==> config.mk <==
export PLATFORM = sky130hd
export DESIGN_NAME = line_buf_ctrl
export DESIGN_NICKNAME = d
export VERILOG_FILES = /design/src/rtl/line_buf_ctrl.sv
export SDC_FILE = /design/constraint.sdc
export NUM_CORES = 1
export LEC_CHECK = 0
export CORE_MARGIN = 3
export CORE_UTILIZATION = 40
export DETAILED_ROUTE_END_ITERATION = 8
export DONT_BUFFER_PORTS = 1
export PLACE_DENSITY = 0.6
export RECOVER_POWER = 100
export SYNTH_ARGS = -nofsm -noshare
export SYNTH_HDL_FRONTEND = slang
export SYNTH_SLANG_ARGS = --single-unit
==> constraint.sdc <==
create_clock -name clk -period 2.7 [get_ports clk]
set_input_delay 0.54 -clock clk [delete_from_list [all_inputs] [get_ports clk]]
set_output_delay 0.54 -clock clk [all_outputs]
set_load 0.01 [all_outputs]
==> src/rtl/line_buf_ctrl.sv <==
// line_buf_ctrl: address/enable sequencer for the two-line 3x3 window buffer.
// Tracks column/row position from pix_vs/pix_hs/pix_de timing, drives the
// line RAM read/write ports, and flags complete 3x3 windows.
// Optional build macro: LINE_BUF_CTRL_WIDTH_CHECK_EN enables the per-frame
// line width consistency check (width_err); otherwise width_err is tied low.
module line_buf_ctrl #(
  parameter int ADDR_W  = 10,
  parameter int ROW_W   = 11,
  parameter int RAM_LAT = 2
) (
  input  logic              clk,
  input  logic              rst,
  input  logic              pix_vs,
  input  logic              pix_hs,
  input  logic              pix_de,
  output logic [ADDR_W-1:0] rd_addr,
  output logic [ADDR_W-1:0] wr_addr,
  output logic              wr_en,
  output logic              win_valid,
  output logic [ADDR_W-1:0] win_col,
  output logic [ROW_W-1:0]  win_row,
  output logic [ADDR_W:0]   line_width,
  output logic              ovf_err,
  output logic              width_err,
  output logic [1:0]        state
);

  typedef enum logic [1:0] {
    IDLE   = 2'd0,
    FILL0  = 2'd1,
    FILL1  = 2'd2,
    STREAM = 2'd3
  } state_t;

  localparam int                LAST     = RAM_LAT - 1;
  localparam logic [ADDR_W:0]   CNT_FULL = {1'b1, {ADDR_W{1'b0}}};
  localparam logic [ADDR_W-1:0] COL_MAX  = '1;
  localparam logic [ROW_W-1:0]  ROW_MAX  = '1;

  state_t            cur_st, nxt_st;
  logic              vs_q, hs_q;
  logic [ADDR_W-1:0] col;
  logic [ADDR_W:0]   cnt;
  logic [ROW_W-1:0]  row;
  logic              vs_rise, vs_fall, accept, over, line_ok, advance;

  logic              d_acc  [RAM_LAT];
  logic              d_ovf  [RAM_LAT];
  logic              d_strm [RAM_LAT];
  logic [ADDR_W-1:0] d_col  [RAM_LAT];
  logic [ROW_W-1:0]  d_row  [RAM_LAT];
  logic [ADDR_W-1:0] win_col_q;
  logic [ROW_W-1:0]  win_row_q;

  // vs_q resets high so a frame already running at reset release is not
  // mistaken for a new frame start; pix_vs must drop first.
  assign vs_rise = pix_vs & ~vs_q;
  assign vs_fall = ~pix_vs & vs_q;
  assign accept  = pix_hs & pix_de & (cur_st != IDLE);
  assign over    = accept & (cnt == CNT_FULL);
  assign line_ok = hs_q & ~pix_hs & (cnt != '0) & (cur_st != IDLE) & ~vs_rise;
  assign advance = line_ok & ~vs_fall;

  assign rd_addr = col;
  assign wr_addr = d_col[LAST];
  assign state   = cur_st;

  // FSM state register
  always_ff @(posedge clk) begin
    if (rst) cur_st <= IDLE;
    else     cur_st <= nxt_st;
  end

  // Next state and write/window outputs from the tail of the delay line
  always_comb begin
    nxt_st    = cur_st;
    wr_en     = 1'b0;
    win_valid = 1'b0;
    win_col   = win_col_q;
    win_row   = win_row_q;
    if (vs_fall)      nxt_st = IDLE;
    else if (vs_rise) nxt_st = FILL0;
    else if (advance) begin
      case (cur_st)
        FILL0:   nxt_st = FILL1;
        FILL1:   nxt_st = STREAM;
        default: nxt_st = cur_st;
      endcase
    end
    // Pixels accepted before STREAM can surface after the state moves on,
    // so the window also needs the state captured at accept time.
    wr_en     = d_acc[LAST] & ~d_ovf[LAST] & (cur_st != IDLE);
    win_valid = wr_en & d_strm[LAST] & (cur_st == STREAM) &
                (d_col[LAST] >= ADDR_W'(2));
    if (win_valid) begin
      win_col = d_col[LAST];
      win_row = d_row[LAST];
    end
  end

  // Edge detect registers and column / pixel counters
  always_ff @(posedge clk) begin
    if (rst) begin
      vs_q <= 1'b1;
      hs_q <= 1'b0;
      col  <= '0;
      cnt  <= '0;
    end else begin
      vs_q <= pix_vs;
      hs_q <= pix_hs;
      if (!pix_hs) begin
        col <= '0;
        cnt <= '0;
      end else if (accept) begin
        if (cnt != CNT_FULL) cnt <= cnt + (ADDR_W+1)'(1);
        if (col != COL_MAX)  col <= col + ADDR_W'(1);
      end
    end
  end

  // Row count, measured line width and sticky overflow flag
  always_ff @(posedge clk) begin
    if (rst) begin
      row        <= '0;
      line_width <= '0;
      ovf_err    <= 1'b0;
    end else begin
      if (vs_rise)                         row <= '0;
      else if (advance && row != ROW_MAX)  row <= row + ROW_W'(1);
      if (line_ok) line_width <= cnt;
      if (vs_rise)   ovf_err <= 1'b0;
      else if (over) ovf_err <= 1'b1;
    end
  end

  // Write-path delay line: accept strobe, overflow, stream flag, col, row
  always_ff @(posedge clk) begin
    if (rst) begin
      for (int unsigned i = 0; i < RAM_LAT; i++) begin
        d_acc[i]  <= 1'b0;
        d_ovf[i]  <= 1'b0;
        d_strm[i] <= 1'b0;
        d_col[i]  <= '0;
        d_row[i]  <= '0;
      end
    end else begin
      d_acc[0]  <= accept;
      d_ovf[0]  <= over;
      d_strm[0] <= (cur_st == STREAM);
      d_col[0]  <= col;
      d_row[0]  <= row;
      for (int unsigned i = 1; i < RAM_LAT; i++) begin
        d_acc[i]  <= d_acc[i-1];
        d_ovf[i]  <= d_ovf[i-1];
        d_strm[i] <= d_strm[i-1];
        d_col[i]  <= d_col[i-1];
        d_row[i]  <= d_row[i-1];
      end
    end
  end

  // Hold the last window position between window strobes
  always_ff @(posedge clk) begin
    if (rst) begin
      win_col_q <= '0;
      win_row_q <= '0;
    end else if (win_valid) begin
      win_col_q <= d_col[LAST];
      win_row_q <= d_row[LAST];
    end
  end

`ifdef LINE_BUF_CTRL_WIDTH_CHECK_EN
  logic [ADDR_W:0] ref_w;
  logic            ref_ok;
  logic            werr_q;

  // First completed line of the frame is the reference width
  always_ff @(posedge clk) begin
    if (rst) begin
      ref_w  <= '0;
      ref_ok <= 1'b0;
      werr_q <= 1'b0;
    end else if (vs_rise) begin
      ref_ok <= 1'b0;
      werr_q <= 1'b0;
    end else if (line_ok) begin
      if (!ref_ok) begin
        ref_w  <= cnt;
        ref_ok <= 1'b1;
      end else if (cnt != ref_w) begin
        werr_q <= 1'b1;
      end
    end
  end

  assign width_err = werr_q;
`else
  assign width_err = 1'b0;
`endif

endmodule

==> flow_summary.yaml <==
clocking:
  numCtsBuffers: 17
  clk_latency_ns: 0.51
  cts_hold_buf: 0
  cts_root_buf: "clkbuf_8"
  clk_pin_slew_ns: 0.06
  tritoncts: "built"
  h-tree-depth: 4
  cts_num_sinks: 117
  cts.path.max_buffers: 2
synthesis:
  synth_area_um2: 4375
  ys_warn_count: 0
  ys.flop_type: "dfxtp_1"
  ys_ff_latch: 117
  async_reset_ff_frac: 0
  yosysUniqueCellTypes: 50
  synth_cells: 442
  ys_seq_area_frac: 0.5353
  syn_area_per_cell_um2: 9.899
  syn-num-nets: 455
  synth_edf_count: 0
critical_path:
  slowest_delay_ns: 0.40
  start_kind: "register"
  cp_slowest_cell: "mux2_2"
  r2r-end: "row[9]"
  crit_type: "register to output pin"
  rrSetupSlack_ns: 0.17
  cp-end-kind: "output pin"
  crit_chain: "nor4_1 -> nand3_1 -> nand4_1 -> buf_8 -> mux2_2"
  worstRegToRegCells: 6
  path_max_fanout: 22
  cp.required_ns: 2.16
  reg2reg_from: "state[0]"
  arrival_ns: 2.01
sta:
  fmax_ghz: 0.3915
  tightest_slew_ns: 0.7135
  setup_violations: 0
  maxSlewViolCount: 0
  finalWorstSetupSlack_ns: 0.1455
  maxSlewHeadroom: 0.5243
  hold_viol: 0
  finalSetupTns_ns: 0
  fin_skew_ns: 0.01008
  timing.final.crit_period_ns: 2.555
  rsz0062_at_grt: "no"
  fin_crit_sh: 0.9461
pwr:
  peakVddDrop_uv: 418.5
  power_leakage_nw: 1.920
  power_density_nw_per_um2: 790.1
global_route:
  grt_use_total: 0.1372
  grt_max_degree: 85
  grt_pass1_vias: 2784
  grt_overflow_total: 0
  antenna_found_initial: 0
  grt_pass1_wl_mm: 13.62
layout:
  register_area_um2: 2342
  multi_input_area_um2: 1854
  area_growth_pct: 15.78
  final.fill_count: 989
  fin_util: 0.4842
  mostFrequentLayoutCell: "dfxtp_1"
  layout.nets: 454
  mostFrequentLayoutCells: "117 x dfxtp_1, 65 x nor2b_1, 39 x nand2_1, 37 x nor2_1, 23 x a21oi_1"
  n_antenna_cell: 0
  drive_gt1_frac: 0.1608
outcome:
  status: "finished clean"
floorplanning:
  core_area_um2: 10460
  num_rows: 37
  initial_core_util: 0.4182
  fp.dieW_um: 110.6
  io_pins: 63
  die_y_um: 110.6
  die_area_um2: 12230
route:
  route.detailed.drc: 0
  postRouteAntennaNets: 0
  drt_iter0_drc: 196
  vias_per_cell: 4.781
  first_pass_iters: 4
  finalWirelength_mm: 7.835
  wire_per_inst_um: 13.28
  vias: 2821
hold_path:
  hp-start: "rst"
  hp-class: "primary input to register"
  holdPathEnd: "line_width[9]"
  holdPathStages: 1
place:
  dp_hpwl_mm: 5.282
  gp_congestion: 0.8228
  io_buffers: 0
  place_ws_ns: 0.1546
job:
  maxCapViolCount: 0
==> metrics by stage <==
stage | hold WS, ns | cells | area [um^2] | power [mW]
floorplan | 0.4138 | 442 | 4375 | 1.807
global placement | 0.4211 | 557 | 4447 | 1.797
detailed placement | 0.4220 | 557 | 4447 | 1.797
CTS | 0.07181 | 590 | 5071 | 4.064
global route | 0.07345 | 590 | 5066 | 4.141
finish | 0.09321 | 590 | 5066 | 4.003
==> kinds of logic (layout without fill, tap and decap cells) <==
group	after synthesis	in the layout	share of synthesized area
simple gates	198	198	0.2491
flops	117	117	0.5353
compound gates	41	41	0.05777
buf+inv	38	50	0.04404
mux	21	21	0.05405
xor+xnor	18	18	0.03603
fa+ha+maj	8	8	0.02288
other cells	1	1	0.0008571
==> timing repair <==
item,4_1_cts,5_1_grt
setup endpoints to repair,22,21
resized for setup,2,3
hold endpoints to repair,0,0
setup buffers,1,0
pin swaps,1,1
==> registers in the layout (all words and copies together) (netlist names) <==
register and cells:
d_col 20, d_acc 2, win_row_q 11, vs_q 1
row 11, cnt 11, hs_q 1, d_ovf 2
d_strm 2, win_col_q 10, rd_addr 10, line_width 11
state 2, d_row 22, ovf_err 1
==> layer usage <==
layer	part of all wire	global-route usage
met5	0	0
met2	0.44	0.2027
met1	0.46	0.1641
met3	0.078	0.06685
met4	0.023	0.07225
==> power by group <==
part	internal [mW]	switching, mW	leakage, nW
clock	1.48	0.763	0.291
sequential	1.73	0.00180	0.942
combinational	0.00936	0.0188	0.687
==> Yosys cell counts (4+ instances only) <==
| master | count | share of area |
|---|---|---|
| nand3_1 | 10 | 0.011 |
| dfxtp_1 | 117 | 0.54 |
| xor2_1 | 11 | 0.022 |
| inv_1 | 9 | 0.0077 |
| nand2_1 | 39 | 0.033 |
| a21oi_1 | 23 | 0.026 |
| or3_1 | 4 | 0.0057 |
| ha_1 | 8 | 0.023 |
| nor2_1 | 37 | 0.032 |
| clkbuf_1 | 14 | 0.012 |
| xnor2_1 | 7 | 0.014 |
| mux2_2 | 21 | 0.054 |
| and3_1 | 6 | 0.0086 |
| nor2b_1 | 65 | 0.093 |
| or4_1 | 4 | 0.0069 |
| buf_4 | 11 | 0.019 |
| nand4_1 | 8 | 0.011 |
==> area by class of cell <==
class	instances	share of cell area
multi-input combinational	287	0.3660
inverter	9	0.006668
tap	136	0.03359
timing repair buffer	9	0.01136
clock inverter	11	0.02939
sequential	117	0.4623
clock buffer	21	0.09064
==> worst max path at each step <==
stage | depth (start not counted) | slack, ns | start | end
floorplan | 7 | 0.09 | state[0] | row[9]
global placement | 6 | 0.22 | state[0] | row[9]
detailed placement | 6 | 0.15 | state[0] | row[9]
CTS | 6 | 0.02 | state[0] | win_col[3]
global route | 5 | 0.0008 | d_col[0][13] | win_row[5]
finish | 5 | 0.15 | d_col[0][13] | win_col[3]
==> critical path: cells and delay by family (launching register included) <==
family / cells / cell delay [ns]
mux: 1 / 0.40
flops: 1 / 0.35
simple gates: 3 / 0.55
buf+inv: 1 / 0.20
Note: power is estimated with default switching activity, not from simulation.
